==> config.mk <==
export PLATFORM = sky130hd
export DESIGN_NAME = bfxp_pipe
export DESIGN_NICKNAME = d
export VERILOG_FILES = /design/src/rtl/bfxp_pkg.sv /design/src/rtl/bfxp_pipe_rorw.sv /design/src/rtl/bfxp_pipe.sv
export SDC_FILE = /design/constraint.sdc
export NUM_CORES = 1
export LEC_CHECK = 0
export ABC_AREA = 1
export BUFFER_PORTS_ARGS = -buffer_cell sky130_fd_sc_hd__clkbuf_2
export CORE_MARGIN = 3
export CORE_UTILIZATION = 40
export CTS_CLUSTER_SIZE = 16
export DETAILED_ROUTE_END_ITERATION = 8
export HOLD_SLACK_MARGIN = 0.05
export PLACE_DENSITY = 0.64
export RECOVER_POWER = 50
export SYNTH_ARGS = -nofsm -noshare
export SYNTH_HDL_FRONTEND = slang
export SYNTH_HIERARCHICAL = 1
export SYNTH_SLANG_ARGS = --single-unit
==> constraint.sdc <==
create_clock -name clock -period 5.23 [get_ports clock]
set_clock_uncertainty 0.15 [all_clocks]
set_input_delay 0.523 -clock clock [delete_from_list [all_inputs] [get_ports clock]]
set_output_delay 0.523 -clock clock [all_outputs]
set_load 0.005 [all_outputs]
==> src/rtl/bfxp_pkg.sv <==
// bfxp_pkg: shared types and mask helpers for the bit-field extract/place pipe
package bfxp_pkg;

  typedef enum logic [1:0] {
    BFXP_ZERO  = 2'd0,
    BFXP_SIGN  = 2'd1,
    BFXP_MERGE = 2'd2
  } mode_t;

  function automatic int lg(input int n);
    int r;
    r = 0;
    for (int i = 0; i < 31; i++) if ((1 << i) < n) r = i + 1;
    return r;
  endfunction

  function automatic logic [63:0] low_ones(input logic [7:0] n);
    return n >= 8'd64 ? {64{1'b1}} : (64'd1 << n) - 64'd1;
  endfunction

  function automatic logic [63:0] shl_ones(input logic [7:0] n);
    return n >= 8'd64 ? 64'd0 : {64{1'b1}} << n;
  endfunction

endpackage

==> src/rtl/bfxp_pipe_rorw.sv <==
// rorw: combinational rotate-right of an XLEN-bit word
module rorw
  import bfxp_pkg::*;
#(
  parameter int XLEN = 32,
  localparam int SW = lg(XLEN)
) (
  input  logic [XLEN-1:0] data,
  input  logic [SW-1:0]   amt,
  output logic [XLEN-1:0] result
);

  logic [2*XLEN-1:0] w;

  assign w      = {data, data} >> amt;
  assign result = w[XLEN-1:0];

endmodule

==> src/rtl/bfxp_pipe.sv <==
// bfxp_pipe: two-stage bit-field extract-and-place with zero/sign/merge fill
module bfxp_pipe
  import bfxp_pkg::*;
#(
  parameter int XLEN = 32,
  parameter int TAGW = 4,
  localparam int SW = lg(XLEN)
) (
  input  logic            clock,
  input  logic            reset,
  input  logic            in_valid,
  output logic            in_ready,
  input  logic [1:0]      in_mode,
  input  logic [XLEN-1:0] in_rs1,
  input  logic [XLEN-1:0] in_rs2,
  input  logic [SW-1:0]   in_start,
  input  logic [SW:0]     in_len,
  input  logic [SW-1:0]   in_dest,
  input  logic [TAGW-1:0] in_tag,
  output logic            out_valid,
  input  logic            out_ready,
  output logic [XLEN-1:0] out_rd,
  output logic            out_err,
  output logic [TAGW-1:0] out_tag
);

  localparam int EW = SW + 2;

  logic            s1_v, s2_v, s1_load, s2_load;
  logic [EW-1:0]   end_pos, src_end;
  logic [XLEN-1:0] rot, lmask, rmask, field, rd;
  logic            sign, err;
  mode_t           mode;
  logic [XLEN-1:0] s1_rot, s1_mask, s1_upper, s1_rs2;
  logic            s1_sign, s1_err;
  mode_t           s1_mode;
  logic [TAGW-1:0] s1_tag;

  assign s2_load   = !s2_v || out_ready;
  assign s1_load   = !s1_v || s2_load;
  assign in_ready  = !reset && s1_load;
  assign out_valid = s2_v;

  rorw #(.XLEN(XLEN)) u_rorw (
    .data  (in_rs1),
    .amt   (SW'(in_start - in_dest)),
    .result(rot)
  );

  always_comb begin
    end_pos = EW'(in_dest) + EW'(in_len);
    src_end = EW'(in_start) + EW'(in_len);
    err     = src_end > EW'(XLEN) || end_pos > EW'(XLEN);
    lmask   = XLEN'(low_ones(8'(end_pos)));
    rmask   = XLEN'(shl_ones(8'(in_dest)));
    sign    = in_len != '0 && rot[SW'(end_pos - EW'(1))];
    mode    = in_mode == 2'd3 ? BFXP_ZERO : mode_t'(in_mode);
  end

  always_ff @(posedge clock or posedge reset) begin
    if (reset) begin
      s1_v     <= 1'b0;
      s1_rot   <= '0;
      s1_mask  <= '0;
      s1_upper <= '0;
      s1_rs2   <= '0;
      s1_sign  <= 1'b0;
      s1_err   <= 1'b0;
      s1_mode  <= BFXP_ZERO;
      s1_tag   <= '0;
    end else if (s1_load) begin
      s1_v <= in_valid;
      if (in_valid) begin
        s1_rot   <= rot;
        s1_mask  <= lmask & rmask;
        s1_upper <= ~lmask;
        s1_rs2   <= in_rs2;
        s1_sign  <= sign;
        s1_err   <= err;
        s1_mode  <= mode;
        s1_tag   <= in_tag;
      end
    end
  end

  // a flagged range error leaves the background untouched instead of placing a field
  always_comb begin
    field = s1_rot & s1_mask;
    rd = s1_err ? (s1_mode == BFXP_MERGE ? s1_rs2 : '0) :
         s1_mode == BFXP_MERGE ? field | (s1_rs2 & ~s1_mask) :
         s1_mode == BFXP_SIGN && s1_sign ? field | s1_upper : field;
  end

  always_ff @(posedge clock or posedge reset) begin
    if (reset) begin
      s2_v    <= 1'b0;
      out_rd  <= '0;
      out_err <= 1'b0;
      out_tag <= '0;
    end else if (s2_load) begin
      s2_v <= s1_v;
      if (s1_v) begin
        out_rd  <= rd;
        out_err <= s1_err;
        out_tag <= s1_tag;
      end
    end
  end

endmodule

==> results_dict.tcl, run 1 <==
set metrics [dict create \
    status "complete, but fails checks" \
    violations "max-capacitance violations, max-slew violations" \
    overflow 0 \
    p_int_mw 3.03 \
    reg2reg_from "out_valid$_DFFE_PP0P_" \
    drc 0 \
    fp.dieH_microns 177 \
    ys_ff_latch 175 \
    rrSetupSlack_ns 1.13 \
    power.leakage_nw 6.71 \
    detail-route-antenna-nets 0 \
    post_cts_buffers 0 \
    hold_violations 0 \
    synth_area_per_cell_sq_um 7.00 \
    setup_viol 0 \
    io_buffers 128 \
    hold_path_startpoint "in_rs2[23]" \
    synth_flop_cell "dfrtp_1" \
    clock_latency_ns 0.44 \
    r2r_cells 7 \
    switchingPower_mw 2.18 \
    max_slew.worst_pin.slew_ns 2.35 \
    drtIter0Drc 1346 \
    ir_drop_uv 165 \
    fill_cells 2939 \
    clock_power_share_pct 25.9 \
    syn-cell-area_sq_um 11700 \
    worstHoldEndpoint "s1_rs2[23]$_DFFE_PP0P_" \
    drt-wirelength-per-cell_microns 18.7 \
    nNetsFinal 1852 \
    cp_max_fo 43 \
    seq_power_share_pct 37.1 \
    end_kind "flop" \
    relSlewSlack_pct -56.8 \
    reg2reg_to "out_rd[9]$_DFFE_PP0P_" \
    place_hpwl_mm 30.1 \
    syn_nets 1778 \
    p_sw_share_pct 41.9 \
    seq_area_frac_synth_pct 37.5 \
    clock-root-buffer "clkbuf_16" \
    drive_above_1_share_pct 14.5 \
    rsz0062_at_grt "no" \
    start_util_pct 41.3 \
    yosysWarningCount 6 \
    core-area_sq_um 28200 \
    htreeDepth 4 \
    yosys.area.top_type "dfrtp_1" \
    timing.fmax_mhz 244 \
    synth.distinct_cells 46 \
    setup_tns_ns 0 \
    grt_pass1_vias 11300 \
    critPathKind "flop to flop" \
    grt_pass1_wl_mm 63.3 \
    dieArea_sq_um 31300 \
    cts_sinks 175 \
    hold_ws_ns 0.128 \
    design_area_sq_um 13100 \
    vias 11900 \
    gp_congestion 1.02 \
    hp-class "input port to flop" \
    min_path_cells 3 \
    syn_to_final_growth_pct 11.9 \
    worstSetupStartpoint "out_valid$_DFFE_PP0P_" \
    fp-row-count 61 \
    grt_usage_pct 25.7 \
    fin_crit_ns 4.10 \
    critPathArrivalTime_ns 4.25 \
    syn_inst 1668 \
    clk_path_buf_depth 2 \
    numCtsBuffers 17 \
    finalCritPeriodShare_pct 78.4 \
    critPathRequiredTime_ns 5.38 \
    synth_edf_count 0 \
    synth_top_area_share_pct 37.5 \
    synth_area_leaders "dfrtp_1 38%, nand2_1 16%, nand3_1 14%" \
    synth.most_common_cell "nand2_1" \
    placement.cell_area_sq_um 12500 \
    powerDensity_nw_per_um2 398 \
    slew_viol_final 296 \
    cp-start-kind "flop" \
    pwr-share-comb_pct 37.0 \
    synth_commonest_cells "498 x nand2_1, 329 x nand3_1, 175 x dfrtp_1" \
    cap_violations 4 \
    ios 129 \
    antenna_found_initial 0 \
    firstDrtPassIters 6 \
    clk_pin_slew_ns 0.07 \
    grt_max_degree 154 \
    drt-vias-per-instance 5.58 \
    cts_tree "yes" \
    diodes 0 \
    async_reset_ff_share_pct 100 \
    die_w_microns 177 \
    wirelength_mm 39.8 \
]
-- critical path: stages (launching register included) --
cell      delay [ns]
dfrtp_1         0.37
nand2_1         0.08
nand2_1         0.06
clkbuf_1        1.54
clkinv_1        0.22
clkbuf_1        0.90
nand2_1         0.52
o211ai_1        0.12
-- cell families (layout without fill, tap and decap cells) --
kind of cell	count (synthesis)	count (layout)	synth area share (%)
AO/OA/AOI/OAI	215	215	10.4
buffers and inverters	206	293	7.67
AND/OR/NAND/NOR	1042	1042	41.3
adder cells (fa/ha/maj)	20	20	2.34
flip-flops	175	175	37.5
XOR/XNOR	10	10	0.750
-- cell usage in the layout (no fill, tap or decap), types with 10 or more instances in the layout --
cell type	instances
clkbuf_1	24
dfrtp_1	175
nand2_4	13
nor2_1	92
nand3_1	329
inv_1	105
clkbuf_2	106
nand2_1	498
buf_4	10
a31oi_1	44
clkbuf_16	17
nand3_2	24
nand4_1	21
ha_1	17
o211ai_1	20
nand2_2	34
o21ai_0	98
a21oi_1	34
-- stage by stage --
step / worst slack [ns] / util, % / std cells / power [mW]
floorplan: 1.27 / - / 1668 / 3.20
global route: 0.713 / 46.3 / 2133 / 5.55
detailed placement: 1.02 / 44.3 / 2100 / 3.86
global placement: 1.12 / 44.3 / 2100 / 3.84
finish: 1.13 / 46.3 / 2133 / 5.21
CTS: 1.49 / 46.5 / 2133 / 5.21
-- final cells by class --
cell class                 instances  area, sq um  area share (%)
multi-input combinational       1287         6430            49.2
sequential                       175         4380            33.5
clock inverter                    14          171            1.31
timing repair buffer             143          717            5.49
tap                              378          473            3.62
inverter                         118          458            3.51
clock buffer                      18          439            3.36
-- layer usage --
layer	track usage (%)	vias to the layer above	share of wire, %
met4	5.11	0	1.4
met3	4.05	34	7.2
li1	-	5718	-
met2	39.9	461	45
met1	38.2	5683	47
met5	0	-	0
-- power groups by stage --
stage	clock, mW	sequential, mW	combinational, mW
after floorplan	0	1.86	1.33
after global placement	0	1.94	1.89
after detailed placement	0	1.95	1.91
after CTS	1.36	1.93	1.92
after global routing	1.42	1.97	2.16
final	1.35	1.93	1.92
-- worst max-delay path by stage --
stage                     cells past startpoint               endpoint
after floorplan                               3               in_ready
after global placement                       17    s1_sign$_DFFE_PP0P_
after detailed placement                     17    s1_sign$_DFFE_PP0P_
after CTS                                    17    s1_sign$_DFFE_PP0P_
after global routing                          7  out_rd[9]$_DFFE_PP0P_
final                                         7  out_rd[9]$_DFFE_PP0P_
-- sequential cells by signal (all words and copies together) (netlist names), 2 cells and up --
name      count
out_tag       4
s1_upper     32
out_rd       32
s1_tag        4
s1_mask      32
s1_mode       2
s1_rot       32
s1_rs2       32
-- repair_timing --
action | in CTS | in global routing
hold endpoints to repair | 22 | 0
hold buffers | 1 | 0
resized for setup | 0 | 0
(Power assumes the default switching activity.)
==> inputs of run 2 (changes only) <==
--- a/config.mk
+++ b/config.mk
@@ -12,7 +12,7 @@
 export CTS_CLUSTER_SIZE = 16
 export DETAILED_ROUTE_END_ITERATION = 8
 export HOLD_SLACK_MARGIN = 0.05
-export PLACE_DENSITY = 0.64
+export PLACE_DENSITY = 0.62
 export RECOVER_POWER = 50
 export SYNTH_ARGS = -nofsm -noshare
 export SYNTH_HDL_FRONTEND = slang
==> constraint.sdc (replaced) <==
create_clock -name clock -period 3.9 [get_ports clock]
set_clock_uncertainty 0.15 [all_clocks]
set_input_delay 0.39 -clock clock [delete_from_list [all_inputs] [get_ports clock]]
set_output_delay 0.39 -clock clock [all_outputs]
set_load 0.005 [all_outputs]
==> run 2 against run 1 <==
  * The flow still finishes with violations (max-capacitance violations, max-slew violations)
  * Die area did not move
  * Critical endpoint is now s1_upper[8]$_DFFE_PP0P_
  * Cell count up 2.9%
  * Critical path depth is 14 higher
  * Design area increased by 4.4%
  * Non-clock buffer count increased by 60
  * Combinational power is 43% higher
  * Sequential cell count did not move
  * Worst setup slack got worse by 0.49 ns
==> results_dict.tcl, run 2 (synthesis results as in run 1) <==
set metrics [dict create \
    status "complete, but fails checks" \
    violations "max-capacitance violations, max-slew violations" \
    total_power_mw 6.97 \
    critPathKind "input port to flop" \
    start_util_pct 41.3 \
    mostFrequentLayoutCells "498 x nand2_1, 329 x nand3_1, 175 x dfrtp_1, 121 x clkbuf_2, 105 x inv_1" \
    fin_ws_ns 0.643 \
    setup_viol 0 \
    drtIter0Drc 1329 \
    end_kind "flop" \
    detail-route-antenna-nets 0 \
    place_hpwl_mm 30.2 \
    powerDensity_nw_per_um2 511 \
    antenna_found_initial 1 \
    max_slew.worst_pin.slew_ns 2.38 \
    fin_crit_ns 3.26 \
    gp_congestion 0.934 \
    critPathRequiredTime_ns 4.10 \
    fp-row-count 61 \
    io_buffers 128 \
    ir_drop_uv 291 \
    htreeDepth 4 \
    fp.dieH_microns 177 \
    grt_util_met1_pct 38.1 \
    final_common_cell "nand2_1" \
    clock-root-buffer "clkbuf_16" \
    grt_pass1_wl_mm 63.1 \
    cap_violations 1 \
    grt_usage_pct 25.6 \
    drc 0 \
    numCtsBuffers 17 \
    slew_viol_final 176 \
    dieArea_sq_um 31300 \
    clk_pin_slew_ns 0.07 \
    vias 11900 \
    clock_latency_ns 0.43 \
    pre_cts_slack_ns 0.218 \
    firstDrtPassIters 5 \
    drt-vias-per-instance 5.41 \
    post_cts_buffers 0 \
    cp_max_fo 8 \
    syn_to_final_growth_pct 16.9 \
    grt_pass1_vias 11400 \
    ios 129 \
    timing.fmax_mhz 307 \
    met3_usage_pct 2.72 \
    power.leakage_nw 7.03 \
    critPathArrivalTime_ns 3.45 \
    hold_violations 0 \
    finalCritPeriodShare_pct 83.5 \
    clk_path_buf_depth 2 \
    busiest_layer "met2" \
    cts_sinks 175 \
    nNetsFinal 1912 \
    relSlewSlack_pct -58.5 \
    drt-wirelength-per-cell_microns 18.1 \
    setup_tns_ns 0 \
    wirelength_mm 39.8 \
    drive_above_1_share_pct 16.2 \
    grt_max_degree 176 \
    overflow 0 \
    cp-start-kind "input port" \
    core-area_sq_um 28200 \
    die_w_microns 177 \
    met2_usage_pct 40.9 \
    rsz0062_at_grt "no" \
    cts_tree "yes" \
    hp-class "input port to flop" \
]
==> run 2: metal layers <==
| metal | vias up | routed length (microns) |
|---|---|---|
| met5 | - | 0 |
| met4 | 0 | 449 |
| met3 | 31 | 2350 |
| met2 | 409 | 18000 |
| met1 | 5585 | 19000 |
| li1 | 5843 | - |
==> run 2: area by class of cell <==
cell class / instances / area, sq um
Multi-Input combinational cell: 1287 / 6430
Fill cell: 2868 / 14600
Inverter: 118 / 458
Clock buffer: 18 / 429
Clock inverter: 14 / 149
Timing Repair Buffer: 203 / 1330
Tap cell: 378 / 473
Antenna cell: 1 / 2.50
Sequential cell: 175 / 4380
==> run 2: metrics by stage <==
stage | utilization, % | hold slack (ns) | cell area [sq um] | std cells
after detailed placement | 45.1 | 0.315 | 12700 | 2124
after CTS | 48.4 | 0.0513 | 13700 | 2193
after global routing | 48.3 | 0.0837 | 13600 | 2193
after global placement | 45.1 | 0.301 | 12700 | 2124
after floorplan | - | 0.292 | 11700 | 1668
final | 48.3 | 0.0668 | 13600 | 2194
==> run 2: path summary, 6_finish.rpt <==
path                                      endpoint  slack (ns)  depth (start not counted)                  start
setup / recovery           s1_upper[8]$_DFFE_PP0P_        0.64                         21             in_dest[0]
hold / removal              s1_mode[0]$_DFFE_PP0P_        0.07                          3             in_mode[0]
setup reg to reg            s1_mask[0]$_DFFE_PP0P_        0.83                         10  out_valid$_DFFE_PP0P_
hold reg to reg             out_tag[3]$_DFFE_PP0P_        0.33                          2  s1_tag[3]$_DFFE_PP0P_
max in group asynchronous   s1_rot[26]$_DFFE_PP0P_        1.40                          3                  reset
min in group asynchronous    s1_tag[1]$_DFFE_PP0P_        0.70                          3                  reset
==> run 2: worst max-delay path, cell delays in order <==
cell and delay (ns):
clkbuf_2 0.22, ha_1 0.25, inv_1 0.07, fa_1 0.38, inv_1 0.06, nand2_1 0.08
nand2_2 0.15, inv_1 0.11, nor2_1 0.19, nand2_1 0.10, nor2_1 0.21, nand2_1 0.16
ha_1 0.23, nand2_1 0.07, inv_1 0.06, nand3_1 0.13, nand3_1 0.08, o21ai_0 0.18
buf_4 0.20, nand2_1 0.05, o21ai_0 0.08
==> run 2: repair_timing <==
| action | CTS | global route |
|---|---|---|
| endpoints found under the setup margin | 0 | 0 |
| hold endpoints to repair | 37 | 0 |
| hold buffers | 37 | 0 |
| resized for setup | 0 | 0 |
==> run 2: report_power, final <==
group	internal [mW]	total [mW]	switching, mW
clock network	0.903	1.69	0.786
registers	2.27	2.55	0.281
logic	0.906	2.74	1.83
==> inputs of run 3 (changes only) <==
==> constraint.sdc (replaced) <==
create_clock -name clock -period 3.15 [get_ports clock]
set_clock_uncertainty 0.15 [all_clocks]
set_input_delay 0.315 -clock clock [delete_from_list [all_inputs] [get_ports clock]]
set_output_delay 0.315 -clock clock [all_outputs]
set_load 0.005 [all_outputs]
==> run 3 against run 2 <==
  * The flow still finishes with violations (max-capacitance violations, max-slew violations)
  * Clock power is 24% higher
  * Critical path depth is 1 lower
  * Non-clock buffer count is 151 higher
==> results_dict.tcl, run 3 (synthesis results as in run 1) <==
set metrics [dict create \
    status "complete, but fails checks" \
    violations "max-capacitance violations, max-slew violations" \
    critPathKind "input port to flop" \
    drt-wirelength-per-cell_microns 17.9 \
    hold_violations 0 \
    drive_above_1_share_pct 21.7 \
    final_common_cell "nand2_1" \
    grt_pass1_vias 12200 \
    drtIter0Drc 1186 \
    dieArea_sq_um 31300 \
    place_hpwl_mm 32.3 \
    grt_usage_pct 27.2 \
    die_w_microns 177 \
    vias 12600 \
    pre_cts_slack_ns -0.202 \
    firstDrtPassIters 5 \
    detail-route-antenna-nets 0 \
    htreeDepth 4 \
    cts_sinks 175 \
    end_kind "flop" \
    critPathArrivalTime_ns 3.11 \
    clock-root-buffer "clkbuf_16" \
    relSlewSlack_pct -38.8 \
    io_buffers 128 \
    hp-class "input port to flop" \
    grt_pass1_wl_mm 67.0 \
    fp-row-count 61 \
    overflow 0 \
    clk_pin_slew_ns 0.07 \
    syn_to_final_growth_pct 27.3 \
    diodes 0 \
    timing.fmax_mhz 343 \
    post_cts_buffers 0 \
    clk_path_buf_depth 2 \
    critPathMaxStageDelay_ns 0.39 \
    ir_drop_uv 294 \
    dp.cells 2271 \
    core-area_sq_um 28200 \
    cp-start-kind "input port" \
    stdcell_count 2343 \
    rsz0062_at_grt "no" \
    max_slew.worst_pin.slew_ns 2.08 \
    drc 0 \
    cap_violations 2 \
    placement.cell_area_sq_um 13900 \
    cp_max_fo 5 \
    grt_max_degree 131 \
    critPathRequiredTime_ns 3.35 \
    cts_tree "yes" \
    clock_latency_ns 0.43 \
    cp_cell_sequence "clkbuf_2, ha_1, inv_1, fa_1, inv_1, nand2_1, nand2_2, inv_1, buf_4, nand4_1, nor2_1, nand3_1, nand2_1, buf_4, nor2_2, nand3_1, o21ai_0, buf_4, nand2_1, o21ai_0" \
    gp_congestion 0.989 \
    drt-vias-per-instance 5.36 \
    fin_crit_ns 2.92 \
    fp.dieH_microns 177 \
    crit_family "simple AND/OR/NAND/NOR gates" \
    fin_ws_ns 0.233 \
    start_util_pct 41.3 \
    design_area_sq_um 14900 \
    setup_tns_ns 0 \
    mostFrequentLayoutCells "498 x nand2_1, 329 x nand3_1, 175 x dfrtp_1, 171 x buf_4, 109 x clkbuf_2" \
    finalCritPeriodShare_pct 92.6 \
    numCtsBuffers 17 \
    nNetsFinal 2063 \
    power.leakage_nw 7.73 \
    crit_slowest_cell "fa_1" \
    critPathBufInv 7 \
    powerDensity_nw_per_um2 621 \
    wirelength_mm 42.0 \
    ios 129 \
    antenna_found_initial 1 \
    slew_viol_final 177 \
    setup_viol 0 \
]
==> run 3: changes by cell type in the layout (fill, tap and decap cells not counted), sizes merged <==
cell         previous run  this run
buf                    37       183
clkbuf                147       149
clkinv                  8         6
diode                   1         0
dlygate4sd3            37        41
==> run 3: area by class of cell <==
| class | instances | area, sq um |
|---|---|---|
| Clock buffer | 19 | 453 |
| Fill cell | 2806 | 13400 |
| Inverter | 118 | 460 |
| Sequential cell | 175 | 4380 |
| Tap cell | 378 | 473 |
| Multi-Input combinational cell | 1287 | 6430 |
| Timing Repair Buffer | 354 | 2540 |
| Clock inverter | 12 | 121 |
==> run 3: worst paths after layout <==
path / slack, ns / depth (start not counted) / end / from
worst max-delay path: 0.23 / 20 / s1_upper[8]$_DFFE_PP0P_ / in_dest[0]
min in group asynchronous: 1.07 / 4 / out_rd[31]$_DFFE_PP0P_ / reset
worst min-delay path: 0.25 / 5 / s1_err$_DFFE_PP0P_ / in_len[5]
worst min register to register: 0.32 / 2 / out_tag[3]$_DFFE_PP0P_ / s1_tag[3]$_DFFE_PP0P_
max in group asynchronous: 0.51 / 4 / s1_upper[17]$_DFFE_PP0P_ / reset
worst max register to register: 0.81 / 10 / s1_mask[0]$_DFFE_PP0P_ / out_valid$_DFFE_PP0P_
==> run 3: power by group <==
part | internal (mW) | switching, mW
clock | 1.15 | 0.945
sequential | 2.81 | 0.366
combinational | 1.55 | 2.41
==> run 3: routing by layer <==
metal | track usage (%) | vias to the layer above | wire length [microns]
li1 | - | 6140 | -
met1 | 38.7 | 5967 | 19800
met4 | 6.25 | 0 | 764
met2 | 44.9 | 395 | 19400
met3 | 2.77 | 50 | 2070
met5 | 0 | - | 0
==> run 3: tightest hold or removal path: stages <==
cell	delay, ns
clkbuf_2	0.14
o21ai_0	0.13
nand4_1	0.10
o21ai_0	0.07
inv_1	0.04
==> run 3: stage by stage <==
stage                     utilization (%)  hold slack [ns]  total power, mW
after floorplan                         -            0.263             5.31
after global placement               49.3            0.304             7.04
after detailed placement             49.3            0.314             7.09
after CTS                            52.8            0.193             9.24
after global routing                 52.6            0.305             9.83
final                                52.6            0.249             9.22
==> run 3: repair_timing <==
item | in CTS | in global routing
hold endpoints to repair | 130 | 0
hold buffers | 41 | 0
gates resized for setup | 0 | 1
setup endpoints to repair | 0 | 1
